===== config.mk =====
export PLATFORM = sky130hd
export DESIGN_NAME = ci_divider_flat
export DESIGN_NICKNAME = d
export VERILOG_FILES = /design/src/rtl/ci_divider_if.sv /design/src/rtl/ci_divider.sv /design/src/flat_wrapper.sv
export SDC_FILE = /design/constraint.sdc
export NUM_CORES = 1
export LEC_CHECK = 0
export ABC_AREA = 1
export BUFFER_PORTS_ARGS = -buffer_cell sky130_fd_sc_hd__buf_2
export CAP_MARGIN = 20
export CORE_MARGIN = 2
export CORE_UTILIZATION = 50
export DETAILED_ROUTE_END_ITERATION = 16
export MAX_ROUTING_LAYER = met4
export PLACE_DENSITY_LB_ADDON = 0.15
export SLEW_MARGIN = 20
export SYNTH_ARGS = -nofsm -noshare
export SYNTH_HDL_FRONTEND = slang
export SYNTH_SLANG_ARGS = --single-unit

===== constraint.sdc =====
create_clock -name clk -period 5.03 [get_ports clk]
set_input_delay 0.503 -clock clk [delete_from_list [all_inputs] [get_ports clk]]
set_output_delay 0.503 -clock clk [all_outputs]
set_load 0.01 [all_outputs]

===== src/rtl/ci_divider_if.sv =====
`default_nettype none
// ============================================================================
// Module   : ci_divider_if
// Brief    : Request/response bundle for the ci_divider custom-instruction
//            divider: clock enable, start/mode/operands in, result/status out.
// Revision : 1.0 - initial release
// ============================================================================
interface ci_divider_if #(
  parameter int WIDTH = 32
);
  logic             clk_en;
  logic             start;
  logic [1:0]       n;
  logic [WIDTH-1:0] dataa;
  logic [WIDTH-1:0] datab;
  logic [WIDTH-1:0] result;
  logic             done;
  logic             busy;
  logic             div_zero;

  // Requester side: drives the operation, observes the outcome.
  modport master (
    output clk_en, start, n, dataa, datab,
    input  result, done, busy, div_zero
  );

  // Divider side.
  modport slave (
    input  clk_en, start, n, dataa, datab,
    output result, done, busy, div_zero
  );
endinterface
`default_nettype wire


===== src/rtl/ci_divider.sv =====
`default_nettype none
// ============================================================================
// Module   : ci_divider
// Brief    : Multi-cycle restoring divider (one quotient bit per enabled
//            cycle). Returns quotient or remainder, flags divide-by-zero.
//            Optional signed mode is compiled in with `CI_DIVIDER_SIGNED_EN;
//            without it n[1] is ignored and no sign logic exists.
// Revision : 1.0 - initial release
// ============================================================================
module ci_divider #(
  parameter int WIDTH = 32
) (
  input  logic         clk,
  input  logic         rst_n,   // active-high asynchronous reset
  ci_divider_if.slave  bus
);

  localparam int c_CNT_W = $clog2(WIDTH);

  typedef enum logic [1:0] {
    S_IDLE = 2'd0,
    S_CALC = 2'd1,
    S_FIN  = 2'd2
  } state_t;

  state_t               r_state;
  logic [c_CNT_W-1:0]   r_cnt;
  logic [WIDTH-1:0]     r_quo;       // dividend shifting out, quotient shifting in
  logic [WIDTH-1:0]     r_div;       // divisor magnitude
  logic [WIDTH:0]       r_rem;       // partial remainder
  logic                 r_rem_sel;   // latched n[0]
  logic                 r_dz_pend;   // operation was a divide-by-zero
  logic [WIDTH-1:0]     r_result;
  logic                 r_done;
  logic                 r_busy;
  logic                 r_div_zero;

  logic                 w_b_zero;
  logic [WIDTH-1:0]     w_op_a;
  logic [WIDTH-1:0]     w_op_b;
  logic [WIDTH+1:0]     w_shift;
  logic [WIDTH+1:0]     w_diff;
  logic                 w_qbit;
  logic [WIDTH-1:0]     w_quo_fin;
  logic [WIDTH-1:0]     w_rem_fin;
  logic [WIDTH-1:0]     w_res_fin;

  assign w_b_zero = (bus.datab == '0);

`ifdef CI_DIVIDER_SIGNED_EN
  logic w_sgn_a;
  logic w_sgn_b;
  logic r_neg_q;
  logic r_neg_r;

  // Signed requests divide magnitudes; signs are restored at FIN.
  assign w_sgn_a   = bus.n[1] & bus.dataa[WIDTH-1];
  assign w_sgn_b   = bus.n[1] & bus.datab[WIDTH-1];
  assign w_op_a    = w_sgn_a ? -bus.dataa : bus.dataa;
  assign w_op_b    = w_sgn_b ? -bus.datab : bus.datab;
  assign w_quo_fin = r_neg_q ? -r_quo : r_quo;
  assign w_rem_fin = r_neg_r ? -r_rem[WIDTH-1:0] : r_rem[WIDTH-1:0];
`else
  logic w_unused_sign;

  // Unsigned only: the sign-mode bit has no effect.
  assign w_unused_sign = bus.n[1];
  assign w_op_a        = bus.dataa;
  assign w_op_b        = bus.datab;
  assign w_quo_fin     = r_quo;
  assign w_rem_fin     = r_rem[WIDTH-1:0];
`endif

  // One restoring step: shift in the next dividend bit and trial-subtract.
  // The extra top bit of w_diff is the borrow that rejects the subtraction.
  assign w_shift = {r_rem, r_quo[WIDTH-1]};
  assign w_diff  = w_shift - {2'b00, r_div};
  assign w_qbit  = ~w_diff[WIDTH+1];

  // Divide-by-zero keeps the raw dividend in r_quo, so it doubles as the
  // remainder; the quotient is all-ones regardless of sign mode.
  assign w_res_fin = r_dz_pend ? (r_rem_sel ? r_quo : '1)
                               : (r_rem_sel ? w_rem_fin : w_quo_fin);

  // Control FSM and datapath; everything advances only on enabled edges.
  always_ff @(posedge clk or posedge rst_n) begin
    if (rst_n) begin
      r_state    <= S_IDLE;
      r_cnt      <= '0;
      r_quo      <= '0;
      r_div      <= '0;
      r_rem      <= '0;
      r_rem_sel  <= 1'b0;
      r_dz_pend  <= 1'b0;
      r_result   <= '0;
      r_done     <= 1'b0;
      r_busy     <= 1'b0;
      r_div_zero <= 1'b0;
`ifdef CI_DIVIDER_SIGNED_EN
      r_neg_q    <= 1'b0;
      r_neg_r    <= 1'b0;
`endif
    end else if (bus.clk_en) begin
      r_done <= 1'b0;
      case (r_state)
        S_IDLE: begin
          if (bus.start) begin
            r_quo     <= w_b_zero ? bus.dataa : w_op_a;
            r_div     <= w_op_b;
            r_rem     <= '0;
            r_rem_sel <= bus.n[0];
            r_dz_pend <= w_b_zero;
            r_cnt     <= '0;
            r_busy    <= 1'b1;
            r_state   <= w_b_zero ? S_FIN : S_CALC;
`ifdef CI_DIVIDER_SIGNED_EN
            r_neg_q   <= ~w_b_zero & (w_sgn_a ^ w_sgn_b);
            r_neg_r   <= ~w_b_zero & w_sgn_a;
`endif
          end
        end
        S_CALC: begin
          r_rem <= w_qbit ? w_diff[WIDTH:0] : w_shift[WIDTH:0];
          r_quo <= {r_quo[WIDTH-2:0], w_qbit};
          if (r_cnt == c_CNT_W'(WIDTH - 1)) begin
            r_cnt   <= '0;
            r_state <= S_FIN;
          end else begin
            r_cnt <= r_cnt + 1'b1;
          end
        end
        S_FIN: begin
          r_result   <= w_res_fin;
          r_div_zero <= r_dz_pend;
          r_done     <= 1'b1;
          r_busy     <= 1'b0;
          r_state    <= S_IDLE;
        end
        default: begin
          r_busy  <= 1'b0;
          r_state <= S_IDLE;
        end
      endcase
    end
  end

  // done is held in r_done while disabled and only shown when enabled, so a
  // completion that lands just before a stall appears once clk_en returns.
  assign bus.done     = r_done & bus.clk_en;
  assign bus.result   = r_result;
  assign bus.busy     = r_busy;
  assign bus.div_zero = r_div_zero;

endmodule
`default_nettype wire


===== src/flat_wrapper.sv =====
// flat-port wrapper written by rule: the top's interface ports become plain ports
module ci_divider_flat 
#(
  parameter int WIDTH = 32
)
  (clk, rst_n, bus_clk_en, bus_start, bus_n, bus_dataa, bus_datab, bus_result, bus_done, bus_busy, bus_div_zero);
  ci_divider_if #(.WIDTH(WIDTH)) bus_i ();
  input  logic clk;
  input  logic rst_n;
  input wire logic [$bits(bus_i.clk_en)-1:0] bus_clk_en;
  input wire logic [$bits(bus_i.start)-1:0] bus_start;
  input wire logic [$bits(bus_i.n)-1:0] bus_n;
  input wire logic [$bits(bus_i.dataa)-1:0] bus_dataa;
  input wire logic [$bits(bus_i.datab)-1:0] bus_datab;
  output wire logic [$bits(bus_i.result)-1:0] bus_result;
  output wire logic [$bits(bus_i.done)-1:0] bus_done;
  output wire logic [$bits(bus_i.busy)-1:0] bus_busy;
  output wire logic [$bits(bus_i.div_zero)-1:0] bus_div_zero;
  assign bus_i.clk_en = bus_clk_en;
  assign bus_i.start = bus_start;
  assign bus_i.n = bus_n;
  assign bus_i.dataa = bus_dataa;
  assign bus_i.datab = bus_datab;
  assign bus_result = bus_i.result;
  assign bus_done = bus_i.done;
  assign bus_busy = bus_i.busy;
  assign bus_div_zero = bus_i.div_zero;
  ci_divider #(.WIDTH(WIDTH)) u_core (.clk(clk), .rst_n(rst_n), .bus(bus_i));
endmodule

* After elaboration in Yosys (flattened, before gate mapping)
Cells that the tools add are included.
** Word-level totals
- Register bits after elaboration :: 141
** Operators by class
- Add/subtract/negate cells :: 2
- Equality and inequality tests :: 5
- Mux-type cells :: 18
- Bitwise logic cells :: 3
- Reductions and logical operators :: 8
** Operator list (count)
- 32-bit 2-to-1 mux :: 4
- 33-bit 2-to-1 mux :: 2
- 33-bit case mux with 2 select lines :: 1
- 32-bit case mux with 2 select lines :: 1
- 34-bit by 32-bit subtractor with 34-bit output :: 1
- 32-bit logical NOT :: 1
- 3-bit AND reduction :: 4
- 5-bit 2-to-1 mux :: 2
- 5-bit case mux with 2 select lines :: 1
- 2-bit 2-to-1 mux :: 3
- 5-bit by 1-bit adder with 5-bit output, second input constant :: 1
- 5-bit equality test, second input constant :: 1
- 2-bit case mux with 2 select lines :: 1
- 2-bit by 1-bit equality test with 1-bit output, second input constant :: 1
- 2-bit equality test, second input constant :: 1
- 2-bit logical NOT :: 1
- 1-bit 2-to-1 mux :: 2
- 2-bit by 1-bit inequality test with 1-bit output, second input constant :: 1
- 2-bit inequality test, second input constant :: 1
- 1-bit NOT :: 2
- 1-bit case mux with 2 select lines :: 1
- 2-bit AND reduction :: 1
- 2-bit nonzero test :: 1
- 1-bit bitwise AND :: 1

* Depth between registers and ports, before layout
- Depth in word-level cells :: 4
- Mapped depth :: 18

* Worst setup path before layout
Ideal clock, no wire load.
- Path kind :: reg2reg
- Start :: register u_core.r_rem[25]
- End :: register u_core.r_quo[0]
- Library setup time :: 0.120 ns
- Data arrival time :: 1.921 ns
- Required time :: 4.910 ns
- Setup slack :: 2.989 ns
- Cell stages (with the launch flop) :: 13
- Cells stage by stage :: dfrtp_1 -> ha_1 -> a21oi_2 -> nor2_1 -> o21ai_2 -> nand2_2 -> a21oi_4 -> nand2_4 -> nand2_8 -> nand2_8 -> buf_12 -> o21ai_2 -> nand2_1
** On the way
- Longest elaborated chain between the ends :: 3
** RTL lines
- start, declared :: line ci_divider.sv:30 : logic [WIDTH:0] r_rem;
- start signal, assigned :: line ci_divider.sv:123 : r_rem <= w_qbit ? w_diff[WIDTH:0] : w_shift[WIDTH:0];
- 34-bit by 32-bit subtractor with 34-bit output :: line ci_divider.sv:77 : assign w_diff = w_shift - {2'b00, r_div};
- 1-bit NOT :: line ci_divider.sv:78 : assign w_qbit = ~w_diff[WIDTH+1];
- 32-bit case mux with 2 select lines :: line ci_divider.sv:105 : case (r_state)
- end signal, assigned :: line ci_divider.sv:108 : r_quo <= w_b_zero ? bus.dataa : w_op_a;
- end signal, assigned :: line ci_divider.sv:124 : r_quo <= {r_quo[WIDTH-2:0], w_qbit};
- end, declared :: line ci_divider.sv:28 : logic [WIDTH-1:0] r_quo;
Every way passes these cells.
A chain may end at the register's enable or synchronous reset.

* Worst setup path in the final report
- Start :: register u_core.r_state[1]
- End :: register u_core.r_dz_pend
** On the way
- Longest elaborated chain between the ends :: 2
** RTL lines
- start, declared :: line ci_divider.sv:26 : state_t r_state;
- start signal, assigned :: line ci_divider.sv:115 : r_state <= w_b_zero ? S_FIN : S_CALC;
- 2-bit logical NOT :: line ci_divider.sv:105
- 3-bit AND reduction (no source line)
- end signal, assigned :: line ci_divider.sv:112 : r_dz_pend <= w_b_zero;
- end, declared :: line ci_divider.sv:32 : logic r_dz_pend;
Every way passes these cells.

==> results by stage <==
Run status:
- The run finished with clean final reports.

Drt:
- The final layout contains routed wiring with a total length of approximately 26 mm.
- The average vias per placed instance is 5.181.
- The post-route DRC violation count is 0.
- In this run, the number of DRC markers left after iteration 0 of detailed routing was between 600 and 700.
- The remaining antenna violation count after routing is 0.
- The detail-routed net length per standard cell is 15.73 um.
- Detailed routing inserted a total of 8,450 vias.
- The first TritonRoute pass finished after 5 iterations.

Timing:
- The post-route fraction of the period consumed by the critical path is 0.5681.
- The maximum clock frequency is between 300 and 400 MHz.
- The setup skew after layout is 8.333 ps.
- Setup repair after global routing left no endpoint under its margin.
- The hold violation count in the final report was 0.
- Final hold analysis gives a worst-case slack of 251.8 ps.
- The remaining max-slew budget at the tightest pin is 0.3250.
- The post-route minimum period is around 2900 ps.
- For the pin with the worst max-slew slack, the measured transition is 1011 ps.
- The sum of negative setup slack is 0 ps.
- The total count of max-transition violations in the final report is 0.
- The count of final setup violators is 0.

Worst setup path:
- The destination of the worst register-to-register timing path is u_core.r_dz_pend.
- STA classifies the critical path endpoint as a register.
- The worst setup path is launched from a register.
- The kind of cell adding the most delay to the critical path is buffers and inverters.
- STA puts the critical path data arrival time at 3230 ps.
- The maximum fanout along the worst path is 34.
- The depth of the most critical reg-to-reg path is 9.
- The startpoint of the lowest-slack register-to-register path is u_core.r_state[1].
- The internal reg-to-reg setup slack is between 2000 and 2500 ps.
- STA puts the critical path data required time at around 5400 ps.
- Traced cell by cell, the critical path runs through nor2_1, inv_1, o21ai_1, nor2_1, nand2_1, inv_1, buf_4, o21ai_0, o21a_1.
- On the critical path, the stage with the largest delay is an instance of sky130_fd_sc_hd__nand2_1.
- On the worst path, the slowest cell contributes a delay of about 560 ps.
- Together, buffers and inverters on the worst path number 3.
- The critical setup path kind is register to register.

Clock tree:
- Clock tree synthesis selected as its root buffer the cell sky130_fd_sc_hd__clkbuf_16.
- The total setup buffers inserted after CTS is 0.
- The clock passes through at most 2 buffers.
- After clock tree synthesis, the clock-pin slew on the worst setup and hold paths is 70 ps.
- The CTS H-tree depth is 4.
- The post-cts hold buffer count is 0.
- TritonCTS built the clock tree.
- The clock latency reported for the late side of the worst-skew pair is 430 ps.
- The post-cts sizing count is 0.
- Counting the buffers created by CTS gives 17.
- For this design, the sink count on the clock tree is 141.

Global routing:
- The number of antenna violations at the first check in global routing is 0.
- Entering global routing, the biggest net connects 104 pins.
- The first global-routing pass estimated 41.88 mm of wire.
- In the global route stage, overall resource usage came out at 0.2763.
- The global route total overflow is 0.
- The via count of the first global-routing pass is 8,002.

Finish:
- The final layout contains ~1,500 nets.
- Compared with the post-synthesis result, the final layout area differs by 14.02%.
- The end-of-flow core utilization is 0.5832.
- The ratio of cells with drive above 1 in the final layout is 0.1591.
- The antenna cell count is 0.

Logic synthesis:
- The proportion of synthesized chip area in sequential cells is 0.3827.
- After synthesis the cells add up to approximately 9200 sq um.
- Counting every instance in the synthesized netlist gives ~1,300.
- The mean post-synth cell area is 7.065 sq um.
- The total number of yosys warnings is 0.
- The netlist uses 43 different library cells.
- Synthesis produced a netlist with a net count of 1,410.
- In this run, synthesis produced a sequential element count of roughly 140.

Placement:
- After legalization and detailed placement, the total HPWL measured ~19 mm.
- The count of buffers added on input and output ports is 103.
- The congestion estimate from routability-driven global placement came to 0.9803.

Floorplanning:
- The die is 139.8 um tall.
- The initial utilization of the core area, before any placement, comes to 0.5115.
- The width of the die is 139.8 um.
- The number of top-level design ports is 105.
- The area enclosed by the die boundary is 19,540 sq um.
- The placeable core region is 18,020 sq um.
- Row generation in the floorplan step produced 49 rows.

Flow run:
- The count of maximum capacitance violations is 0.

Hold path:
- The tightest min-delay check is of the input pin to asynchronous set/reset pin type.
cell families after synthesis:
family | after synthesis | synth area share
and+or+nand+nor | 730 | 0.3496
buffers and inverters | 244 | 0.1065
DFF | 141 | 0.3827
AOI/OAI and AO/OA | 138 | 0.09676
adders and majority gates | 35 | 0.04831
xor gates and xnor gates | 17 | 0.01615
layout make-up:
class                   count  area, sq um
repair buffers            111        575.6
clock buffers              19        442.9
clock inverters            13        201.4
multi-input cells         920         4730
well taps                 229        286.5
fillers                  1737         7512
flip-flops and latches    141         3528
inverters                 198        748.2
worst max path at each step:
| stage | cells after the start | start | endpoint | slack [ps] |
|---|---|---|---|---|
| finish | 9 | u_core.r_state[1] | u_core.r_dz_pend | 2170 |
| global route | 9 | u_core.r_state[1] | u_core.r_dz_pend | 1880 |
| CTS | 9 | u_core.r_state[1] | u_core.r_dz_pend | 2180 |
| detailed placement | 9 | u_core.r_state[1] | u_core.r_state[0] | 2210 |
| global placement | 9 | u_core.r_state[1] | u_core.r_dz_pend | 2250 |
| floorplan | 1 | rst_n | u_core.bus.busy | 750 |
per-stage QoR:
stage,setup slack (ps),instances,cell area [sq um]
finish,2173,1631,10510
global route,1879,1631,10510
CTS,2185,1631,10510
detailed placement,2210,1599,9866
global placement,2247,1599,9866
floorplan,745.8,1305,9220
sequential cells by signal (all words and copies together) (netlist names), 2 cells and up:
name,count
u_core.r_state,2
u_core.r_quo,32
u_core.r_rem,33
u_core.r_div,32
u_core.bus.result,32
u_core.r_cnt,5
worst register-to-register path, stage by stage, from the launching register on:
cell	delay, ps
sky130_fd_sc_hd__dfrtp_1	450
sky130_fd_sc_hd__nor2_1	150
sky130_fd_sc_hd__inv_1	70
sky130_fd_sc_hd__o21ai_1	330
sky130_fd_sc_hd__nor2_1	70
sky130_fd_sc_hd__nand2_1	560
sky130_fd_sc_hd__inv_1	460
sky130_fd_sc_hd__buf_4	370
sky130_fd_sc_hd__o21ai_0	180
sky130_fd_sc_hd__o21a_1	170
layer usage:
| layer | global-route usage | wire (um) | vias up | share of wire |
|---|---|---|---|---|
| li1 | - | - | 4291 | - |
| met1 | 0.4026 | 12490 | 3910 | 0.49 |
| met2 | 0.4172 | 11560 | 231 | 0.45 |
| met3 | 0.04164 | 1388 | 18 | 0.054 |
| met4 | 0.04526 | 215 | 0 | 0.0084 |
| met5 | - | 0 | - | 0 |
cells in the mapped netlist:
cell type                    n  area share
sky130_fd_sc_hd__nand2_1   472        0.19
sky130_fd_sc_hd__inv_1     190       0.077
sky130_fd_sc_hd__dfrtp_1   141        0.38
sky130_fd_sc_hd__nor2_1     87       0.035
sky130_fd_sc_hd__nand3_1    79       0.043
sky130_fd_sc_hd__o21ai_0    41       0.022
sky130_fd_sc_hd__ha_1       34       0.046
sky130_fd_sc_hd__o221ai_1   32       0.030
sky130_fd_sc_hd__a31oi_1    31       0.021
sky130_fd_sc_hd__clkbuf_1   29       0.012
sky130_fd_sc_hd__nand2_2    28       0.019
sky130_fd_sc_hd__a21oi_1    22       0.012
sky130_fd_sc_hd__nand3_2    20       0.022
sky130_fd_sc_hd__xnor2_1    13       0.012
sky130_fd_sc_hd__buf_2      12      0.0065
sky130_fd_sc_hd__nor4_1      9      0.0061
sky130_fd_sc_hd__inv_2       7      0.0029
sky130_fd_sc_hd__nand3b_1    6      0.0049
sky130_fd_sc_hd__nand4_1     5      0.0034
sky130_fd_sc_hd__nor3_1      5      0.0027
sky130_fd_sc_hd__nand2_4     4      0.0049
sky130_fd_sc_hd__nor2_2      4      0.0027
sky130_fd_sc_hd__xor2_1      4      0.0038
sky130_fd_sc_hd__nor2_4      3      0.0037
sky130_fd_sc_hd__o21ai_2     3      0.0029
sky130_fd_sc_hd__a21oi_2     2      0.0019
sky130_fd_sc_hd__and2_1      2      0.0014
sky130_fd_sc_hd__and3_1      2      0.0014
sky130_fd_sc_hd__buf_12      2      0.0043
sky130_fd_sc_hd__buf_6       2      0.0024
sky130_fd_sc_hd__nand2_8     2      0.0043
sky130_fd_sc_hd__a21o_1      1     0.00081
sky130_fd_sc_hd__a21oi_4     1      0.0018
sky130_fd_sc_hd__a22o_1      1     0.00095
sky130_fd_sc_hd__buf_4       1     0.00081
sky130_fd_sc_hd__clkinv_1    1     0.00041
sky130_fd_sc_hd__fa_1        1      0.0022
sky130_fd_sc_hd__nand3_4     1      0.0019
sky130_fd_sc_hd__nor3_2      1      0.0011
sky130_fd_sc_hd__o21a_1      1     0.00081
sky130_fd_sc_hd__o21ai_1     1     0.00054
sky130_fd_sc_hd__o21bai_1    1     0.00081
sky130_fd_sc_hd__o22ai_1     1     0.00068
cells in the final DEF (no fill, tap or decap), drive strengths merged, types with 4 or more instances in the layout:
master,count
nand3,100
xnor2,13
ha,34
o21ai,45
clkinv,6
dfrtp,141
nand3b,6
nand4,5
o221ai,32
nor4,9
buf,111
bufinv,4
xor2,4
a21oi,25
inv,201
a31oi,31
nor3,6
nand2,506
clkbuf,19
nor2,94
Power is not shown: default switching activity piles up to over one toggle a cycle in this logic, so the estimate is an artifact.
